<file path="config.mk">
export PLATFORM = sky130hd
export DESIGN_NAME = fetch_ctrl
export DESIGN_NICKNAME = d
export VERILOG_FILES = /design/src/rtl/fetch_ctrl.sv
export SDC_FILE = /design/constraint.sdc
export NUM_CORES = 1
export LEC_CHECK = 0
export ABC_AREA = 1
export BUFFER_PORTS_ARGS = -buffer_cell sky130_fd_sc_hd__buf_2
export CORE_MARGIN = 2
export CORE_UTILIZATION = 53
export CTS_CLUSTER_SIZE = 8
export DETAILED_ROUTE_END_ITERATION = 12
export GPL_TIMING_DRIVEN = 0
export PLACE_DENSITY = 0.82
export SYNTH_ARGS = -nofsm -noshare
export SYNTH_HDL_FRONTEND = slang
export SYNTH_SLANG_ARGS = --single-unit
</file>
<file path="constraint.sdc">
create_clock -name clk -period 6.53 [get_ports clk]
set_input_delay 1.306 -clock clk [delete_from_list [all_inputs] [get_ports clk]]
set_output_delay 1.306 -clock clk [all_outputs]
set_load 0.005 [all_outputs]
</file>
<file path="src/rtl/fetch_ctrl.sv">
// fetch_ctrl: instruction-fetch controller with a one-entry hold buffer and branch squash.
// Define FETCH_CTRL_PERF_EN to add the fetch_count / stall_count performance counters.
module fetch_ctrl #(
  parameter logic [31:0] PC_INC = 32'd4
) (
  input  logic        clk,
  input  logic        rst,
  input  logic [31:0] pc_q,
  output logic [31:0] pc_d,
  output logic        pc_freeze,
  input  logic        hazard,
  input  logic        branch_taken,
  input  logic [31:0] branch_addr,
  output logic        imem_req,
  output logic [31:0] imem_addr,
  input  logic        imem_ready,
  input  logic [31:0] imem_rdata,
  output logic        if_valid,
  output logic [31:0] if_pc,
  output logic [31:0] if_instr
`ifdef FETCH_CTRL_PERF_EN
  ,
  output logic [31:0] fetch_count,
  output logic [31:0] stall_count
`endif
);

  typedef enum logic [1:0] {
    IDLE = 2'd0,
    BUSY = 2'd1,
    DROP = 2'd2,
    FULL = 2'd3
  } state_t;

  state_t      state;
  logic [31:0] addr_q;
  logic [31:0] hold_pc;
  logic [31:0] hold_instr;

  logic        blocked;
  logic        busy_done;
  logic        issue_idle;
  logic        deliver;
  logic        capture;
  logic        release_hold;
  logic [31:0] pc_seq;

  always_comb begin
    blocked      = if_valid & hazard;
    busy_done    = (state == BUSY) & imem_ready;
    issue_idle   = (state == IDLE) & ~blocked & ~branch_taken;
    deliver      = busy_done & ~blocked & ~branch_taken;
    capture      = busy_done & blocked & ~branch_taken;
    release_hold = (state == FULL) & ~hazard & ~branch_taken;
    pc_seq       = pc_q + PC_INC;
  end

  // The external PC only advances when a fetched word is consumed or on a redirect,
  // so pc_q always names the next address the controller must request.
  assign imem_req  = (state == BUSY) | (state == DROP);
  assign imem_addr = addr_q;
  assign pc_freeze = ~(branch_taken | busy_done);
  assign pc_d      = branch_taken ? branch_addr : pc_seq;

  always_ff @(posedge clk or posedge rst) begin
    if (rst) begin
      state      <= IDLE;
      addr_q     <= 32'd0;
      hold_pc    <= 32'd0;
      hold_instr <= 32'd0;
      if_valid   <= 1'b0;
      if_pc      <= 32'd0;
      if_instr   <= 32'd0;
    end else begin
      // IF/ID register: a redirect squashes, a stall holds, otherwise it drains.
      if (branch_taken) begin
        if_valid <= 1'b0;
      end else if (deliver) begin
        if_valid <= 1'b1;
        if_pc    <= addr_q;
        if_instr <= imem_rdata;
      end else if (release_hold) begin
        if_valid <= 1'b1;
        if_pc    <= hold_pc;
        if_instr <= hold_instr;
      end else if (!hazard) begin
        if_valid <= 1'b0;
      end

      case (state)
        IDLE: begin
          if (issue_idle) begin
            addr_q <= pc_q;
            state  <= BUSY;
          end
        end
        BUSY: begin
          if (branch_taken) begin
            state <= imem_ready ? IDLE : DROP;
          end else if (capture) begin
            hold_pc    <= addr_q;
            hold_instr <= imem_rdata;
            state      <= FULL;
          end else if (deliver) begin
            addr_q <= pc_seq;
          end
        end
        DROP: begin
          // The squashed request must still complete before a new one is issued.
          if (!branch_taken && imem_ready) begin
            state <= IDLE;
          end
        end
        FULL: begin
          if (branch_taken) begin
            hold_pc    <= 32'd0;
            hold_instr <= 32'd0;
            state      <= IDLE;
          end else if (!hazard) begin
            state <= IDLE;
          end
        end
        default: state <= IDLE;
      endcase
    end
  end

`ifdef FETCH_CTRL_PERF_EN
  always_ff @(posedge clk or posedge rst) begin
    if (rst) begin
      fetch_count <= 32'd0;
      stall_count <= 32'd0;
    end else begin
      if (deliver | release_hold) begin
        fetch_count <= fetch_count + 32'd1;
      end
      if (imem_req & ~imem_ready) begin
        stall_count <= stall_count + 32'd1;
      end
    end
  end
`endif

endmodule

</file>
# Word-level counts from Yosys, hierarchy flattened
# Cells that the tools add are included.
# W data, S select, Z words.
dict set report totals {
  regBits 163
  latchBits 0
  mem_bits_rw 0
  romBits 0
  wordCells 76
  n_memories 0
}
dict set report op_classes {
  add_sub_neg 1
  multipliers 0
  div 0
  magnitude_cmp 0
  n_eq_ne 13
  shifts 0
  n_mux 29
  bitwise 16
  reduce_logical 10
}
# operator count
set ops {}
lappend ops {{$mux W32} 14}
lappend ops {{$pmux W32 S2} 3}
lappend ops {{$add A32 B3 Y32 const B} 1}
lappend ops {{$mux W2} 7}
lappend ops {{$ne A2 B2 Y1 const B} 6}
lappend ops {{$and A1 B1 Y1} 10}
lappend ops {{$pmux W2 S4} 1}
lappend ops {{$reduce_and A4 Y1} 2}
lappend ops {{$ne A3 B3 Y1 const B} 2}
lappend ops {{$reduce_bool A2 Y1} 3}
lappend ops {{$reduce_and A5 Y1} 1}
lappend ops {{$eq A2 B2 Y1 const B} 2}
lappend ops {{$mux W1} 4}
lappend ops {{$ne A4 B1 Y1 const B} 1}
lappend ops {{$not A1 Y1} 4}
lappend ops {{$eq A2 B1 Y1 const B} 1}
lappend ops {{$logic_not A2 Y1} 1}
lappend ops {{$ne A2 B1 Y1 const B} 1}
lappend ops {{$or A1 B1 Y1} 2}
lappend ops {{$reduce_and A2 Y1} 1}
lappend ops {{$logic_and A1 B1 Y1} 1}
lappend ops {{$logic_not A1 Y1} 1}

# Longest topological paths before layout
# Gate-level depths: netlist of the first run.
dict set report depth {
  ltp_word 8
  ltp_mapped 12
  mapped_depth_nobuf 10
}

# Worst setup path before layout of the first run
# Ideal clock, no wire load.
dict set report synth_path {
  path_type {input -> output}
  startpoint {input pc_q[2]}
  endpoint {output pc_d[22]}
  arrival_time_ns 2.203
  slack_ns 3.021
  stages 9
  cell_sequence {ha_1 -> nand2_2 -> nor2_4 -> nand2_4 -> nor2_4 -> nand3_1 -> nand2_1 -> nand2_1 -> nand2_1}
}
dict set report synth_via {
  elab_chain_len 2
}
# element line
set synth_lines {}
lappend synth_lines {{from (decl)} 8} ;# input logic [31:0] pc_q,
lappend synth_lines {{$add A32 B3 Y32} 55} ;# pc_seq = pc_q + PC_INC;
lappend synth_lines {{$mux W32} 63} ;# assign pc_d = branch_taken ? branch_addr : pc_seq;
lappend synth_lines {{to (decl)} 9} ;# output logic [31:0] pc_d,
# Every way passes these cells.

# Worst setup path after layout of the first run
dict set report layout_path {
  startpoint {input pc_q[2]}
  endpoint {output pc_d[24]}
}
# Same word-level chain as after synthesis.

==> results of run 1 <==
[metrics by stage]
| stage | std cells | setup WS (ns) | instance area, µm² | total power, µW |
|---|---|---|---|---|
| 2_1_floorplan | 1070 | 0.819 | 8560 | 2820 |
| 3_3_place_gp | 1516 | -0.873 | 9980 | 3500 |
| 3_5_place_dp | 1517 | 2.54 | 10000 | 3560 |
| 4_1_cts | 1548 | 2.54 | 10700 | 4650 |
| 5_1_grt | 1548 | 2.36 | 10700 | 4960 |
| 6_report | 1548 | 2.53 | 10700 | 4640 |
[cell families (layout without fill, tap and decap cells)]
kind of cell	after synthesis	in the layout	synth area share, %
xor gates and xnor gates	7	7	0.716
buffers and inverters	236	498	12.6
DFF	163	163	47.6
and+or+nand+nor	446	446	22.6
AOI/OAI and AO/OA	212	212	15.5
adders and majority gates	6	6	0.877
[power by group]
part	internal (µW)	switching, µW
Sequential	1480	285
Clock	679	383
Combinational	747	1060
Total	2910	1730
[worst max-delay path, delay by kind of cell]
family | cells | cell delay (ns)
adders and majority gates | 1 | 0.22
and+or+nand+nor | 5 | 0.72
buffers and inverters | 2 | 0.25
AOI/OAI and AO/OA | 1 | 0.18
[layout make-up]
cell class	instances	area, µm²
inverter	175	664
fill	1305	5170
clock inverter	8	149
timing repair buffer	231	1180
sequential	163	4080
multi-input combinational	671	3400
clock buffer	23	488
buffer	61	420
tap	216	270
[state kept, by name, indices dropped and copies added (netlist names)]
register / cells
hold_instr: 32
hold_pc: 32
if_instr: 32
if_pc: 32
if_valid: 1
imem_addr: 32
state: 2
[synthesized netlist by cell type (all sizes together)]
| library cell | instances | area [µm²] |
|---|---|---|
| a21oi | 28 | 144 |
| a31oi | 12 | 75.1 |
| and2 | 2 | 12.5 |
| buf | 47 | 348 |
| clkbuf | 14 | 72.6 |
| dfrtp | 163 | 4080 |
| ha | 6 | 75.1 |
| inv | 175 | 657 |
| nand2 | 274 | 1070 |
| nand3 | 99 | 505 |
| nand4 | 1 | 6.26 |
| nor2 | 68 | 329 |
| nor3 | 1 | 10.0 |
| o211ai | 67 | 503 |
| o21a | 1 | 7.51 |
| o21ai | 40 | 200 |
| o22ai | 64 | 400 |
| or2 | 1 | 6.26 |
| xnor2 | 3 | 26.3 |
| xor2 | 4 | 35.0 |
[per-layer routing]
metal  vias up  wire (µm)
met5         -          0
met4         0        673
met3        44       1810
met2       368      11800
met1      3751      10700
li1       3990          -
[worst min-delay path by stage]
stage,startpoint,endpoint,slack (ns),depth (start not counted)
detailed placement,if_instr[22],if_instr[22],0.48,2
finish,if_instr[29],if_instr[29],0.49,2
global placement,if_instr[7],if_instr[7],0.48,2
CTS,if_instr[22],if_instr[22],0.50,2
floorplan,imem_addr[20],imem_addr[20],0.49,2
global route,if_pc[25],if_pc[25],0.52,2
==> run metrics, run 1 <==
status completed; CTS root buf clkbuf_16; core area roughly 16000 µm²; maximum vdd drop between 0.00015 and 0.0002 V; Mapped Area approximately 8600 µm²; Slowest-stage cell, CP nor2_1; Crit path largest cell delay 0.24 ns; most common cell after layout, fill and taps aside nand2_1; post-synthesis sequential area ratio 47.6%; setup TNS 0 ns; largest net degree at the start of global routing ~120; CTS Sinks about 160; Post-Syn Area per Cell 8.00 µm²; GRT met3 Usage 5.11%; CP Capture Type output pin; Die X-Extent around 130 µm; Max Cap Violations 0; Unique masters post-synth 32; reg-to-reg endpoint hold_instr[26]; grt total ovfl 0; Worst setup SP type input pin; min Tclk post-route 4.00 ns; post-CTS setup buffers 0; Gate Count Post-Synth between 1000 and 1500; Hold Worst Slack between 0.4 and 0.5 ns; hold-fix buffers at CTS 0; setup violators final 0; CP startpoint pc_q[2]; r2r setup slk 4.41 ns; P_leak 0.00554 µW; unrepaired setup endpoints after global routing no; pwr dens between 400 and 500 nW/µm²; crit-path cells buf_2 > ha_1 > nand2_2 > nor2_4 > nand2_1 > nor2_1 > nand3_1 > a31oi_1 > buf_2; share of cells above drive strength 1 25.8%; Layout area overhead 24.5%; Mapped Nets around 1200; met2 Use GR between 40% and 50%; global-route layer with the greatest usage met2; final antenna-violating net count 0; total global-route track usage 29.4%; slew of the pin with the lowest slew margin 0.578 ns; initial antenna violation count 0; IO buf count 230; Finished Core Util between 60% and 70%; clock tree buffer depth 2; Die H ~130 µm; die area 17200 µm²; Fmax 250 MHz; GPL Wtd Cong around 1; Nets 1427; final worst-path cycle share 61.2%; synthesized flop and latch total 163; Initial Util 54.1%; GR Util met1 just under 40%; Worst path most repeated cell buf_2; drt via density roughly 5.3; H-tree levels 4; DR vias 8153; commonest cells after routing, fill and taps aside nand2_1, buf_2, inv_1; # rows 46; Crit Path Class input pin to output pin; R2R depth 8; final hold violation count 0; Routed WL 25000 µm; post-DR wirelength/cell 16.1 µm; hpwl dp 18600 µm; diode count 0; Pre-antenna DRT Iters 7; drt drc 0; clk slew on worst S/H paths 0.06 ns; worst clock skew 0.00817 ns; reg2reg start state[1]; first-pass GRT wire length 38900 µm; io pins around 230; vias in the first global route about 7600; max_slew headroom 61.5%; hold crit path type flip-flop to flip-flop; Skew-Pair Late Insertion Delay 0.41 ns; initial drt markers 490; CP required about 5.2 ns; crit-path max FO 5; Synthesis Warnings 0; Worst EP arrival around 2.7 ns; TritonCTS buffer count 17; max-slew violation count 0; worst setup path endpoint pc_d[24]; post_cts resized 0; CTS tree yes
(Power assumes the default switching activity.)
==> run 2, diff against run 1 <==
--- a/config.mk
+++ b/config.mk
@@ -8,11 +8,11 @@
 export ABC_AREA = 1
 export BUFFER_PORTS_ARGS = -buffer_cell sky130_fd_sc_hd__buf_2
 export CORE_MARGIN = 2
-export CORE_UTILIZATION = 53
+export CORE_UTILIZATION = 48
 export CTS_CLUSTER_SIZE = 8
 export DETAILED_ROUTE_END_ITERATION = 12
 export GPL_TIMING_DRIVEN = 0
-export PLACE_DENSITY = 0.82
+export PLACE_DENSITY = 0.78
 export SYNTH_ARGS = -nofsm -noshare
 export SYNTH_HDL_FRONTEND = slang
 export SYNTH_SLANG_ARGS = --single-unit
==> constraint.sdc (replaced) <==
create_clock -name clk -period 3.61 [get_ports clk]
set_input_delay 0.722 -clock clk [delete_from_list [all_inputs] [get_ports clk]]
set_output_delay 0.722 -clock clk [all_outputs]
set_load 0.005 [all_outputs]
==> run metrics, run 2 (synthesis results as in run 1) <==
post-DR wirelength/cell 15.9 µm; io pins 232; Skew-Pair Late Insertion Delay between 0.4 and 0.5 ns; P_leak 0.00552 µW; Finished Core Util 61.4%; Fmax 349 MHz; setup violators final 0; post-CTS setup buffers 0; final antenna-violating net count 0; drt via density 5.19; Logic pwr share 39.8%; # rows 48; crit-path max FO 5; total global-route track usage 27.2%; Routed WL 24800 µm; share of cells above drive strength 1 25.8%; first-pass GRT wire length 39900 µm; Slowest-stage cell, CP nor2_1; placed cells between 1500 and 2000; GPL Wtd Cong 1.00; vias in the first global route 7926; post_cts resized 0; CTS root buf clkbuf_16; Crit Path Class input pin to output pin; H-tree levels 4; Nets 1430; max-slew violation count 0; Post-Layout Cell Count 1559; Final WS setup 0.746 ns; DP Worst Slack 0.771 ns; slew of the pin with the lowest slew margin 0.771 ns; fin area 10700 µm²; IO buf count between 200 and 250; Max Cap Violations 0; Pre-antenna DRT Iters 5; Power, Total between 8000 and 9000 µW; switching part of the total between 30% and 40%; Layout area overhead 24.4%; most common cell after layout, fill and taps aside nand2_1; grt total ovfl 0; Worst path most repeated cell buf_2; power share of the clock group a little over a fifth; hold crit path type input pin to async pin; min Tclk post-route 2.86 ns; clock tree buffer depth 2; largest net degree at the start of global routing 38; status completed; CP required 2.89 ns; initial drt markers 426; Placed Area 10100 µm²; hold-fix buffers at CTS 0; final worst-path cycle share 79.3%; core area 17400 µm²; DR vias 8089; Worst EP arrival 2.14 ns; Initial Util 49.3%; Die X-Extent 138 µm; die area ~19000 µm²; Die H ~140 µm; CTS Sinks 163; final hold violation count 0; CP Capture Type output pin; Worst setup SP type input pin; hpwl dp 19100 µm; sequential share of power between 30 and 40%; pwr dens 772 nW/µm²; Crit path largest cell delay about 0.23 ns; drt drc 0; diode count 0; maximum vdd drop 0.000292 V; unrepaired setup endpoints after global routing no; number of buffers and inverters on the critical path 2; commonest cells after routing, fill and taps aside nand2_1, buf_2, inv_1; TritonCTS buffer count 17; crit-path cells buf_2 > ha_1 > nand2_2 > nor2_4 > nand2_1 > nor2_1 > nand3_1 > a31oi_1 > buf_2; initial antenna violation count 0; NetSw 3110 µW; clk slew on worst S/H paths 0.06 ns; P_int ~5000 µW; kind of cell adding the most delay to the critical path simple AND/OR/NAND/NOR gates; worst clock skew 0.00671 ns; max_slew headroom 48.5%; CTS tree yes
==> run 2: cell count changes in the layout (fill, tap and decap cells not counted) <==
cell        previous run  this run
clkbuf_8               6         2
buf_16                 1         0
clkinv_2               1         2
inv_8                  1         0
inv_6                  0         1
bufinv_16              4         3
clkinvlp_4             2         3
buf_12                 0         4
clkbuf_1              14        16
==> run 2: final cells by class <==
cell class | instances | area [µm²]
Fill cell | 1583 | 6710
Timing Repair Buffer | 234 | 1230
Multi-Input combinational cell | 671 | 3400
Inverter | 175 | 661
Tap cell | 225 | 282
Clock inverter | 9 | 133
Clock buffer | 21 | 440
Buffer | 61 | 420
Sequential cell | 163 | 4080
==> run 2: path summary, 6_finish.rpt <==
check / start / to / slack [ns] / depth (start not counted)
worst max-delay path: pc_q[2] / pc_d[24] / 0.75 / 9
worst min-delay path: rst / hold_pc[1] / 0.44 / 2
worst max register to register: state[1] / hold_instr[23] / 1.51 / 8
worst min register to register: if_instr[5] / if_instr[5] / 0.49 / 2
max in group asynchronous: rst / if_instr[1] / 2.29 / 4
min in group clk: if_instr[5] / if_instr[5] / 0.49 / 2
==> run 2: routing by layer <==
layer | track usage (%) | wire [µm] | vias to the layer above | part of all wire (%)
met3 | 4.30 | 1710 | 43 | 6.9
met4 | 9.28 | 618 | 0 | 2.5
li1 | - | - | 4007 | -
met2 | 45.3 | 11800 | 340 | 47
met1 | 36.3 | 10700 | 3699 | 43
met5 | 0 | 0 | - | 0
==> run 2: through the flow <==
step	setup TNS [ns]	hold slack (ns)
4_1_cts	0	0.449
3_3_place_gp	-19.20	0.478
2_1_floorplan	0	0.492
5_1_grt	0	0.500
3_5_place_dp	0	0.483
6_report	0	0.438
==> run 2: power groups by stage <==
stage / Sequential [µW] / Clock (µW) / Combinational, µW
2_1_floorplan: 3150 / 0 / 1960
3_3_place_gp: 3160 / 0 / 3170
3_5_place_dp: 3200 / 0 / 3270
4_1_cts: 3170 / 1790 / 3300
5_1_grt: 3280 / 1870 / 3710
6_report: 3180 / 1770 / 3280
==> run 2: worst register-to-register path, cell delays in order (launching register included) <==
cell and delay [ns]:
dfrtp_1 0.40, inv_1 0.12, ha_1 0.18, buf_6 0.14
nand2_2 0.07, nor3_2 0.13, nand2_1 0.37, clkbuf_1 0.35
o22ai_1 0.24
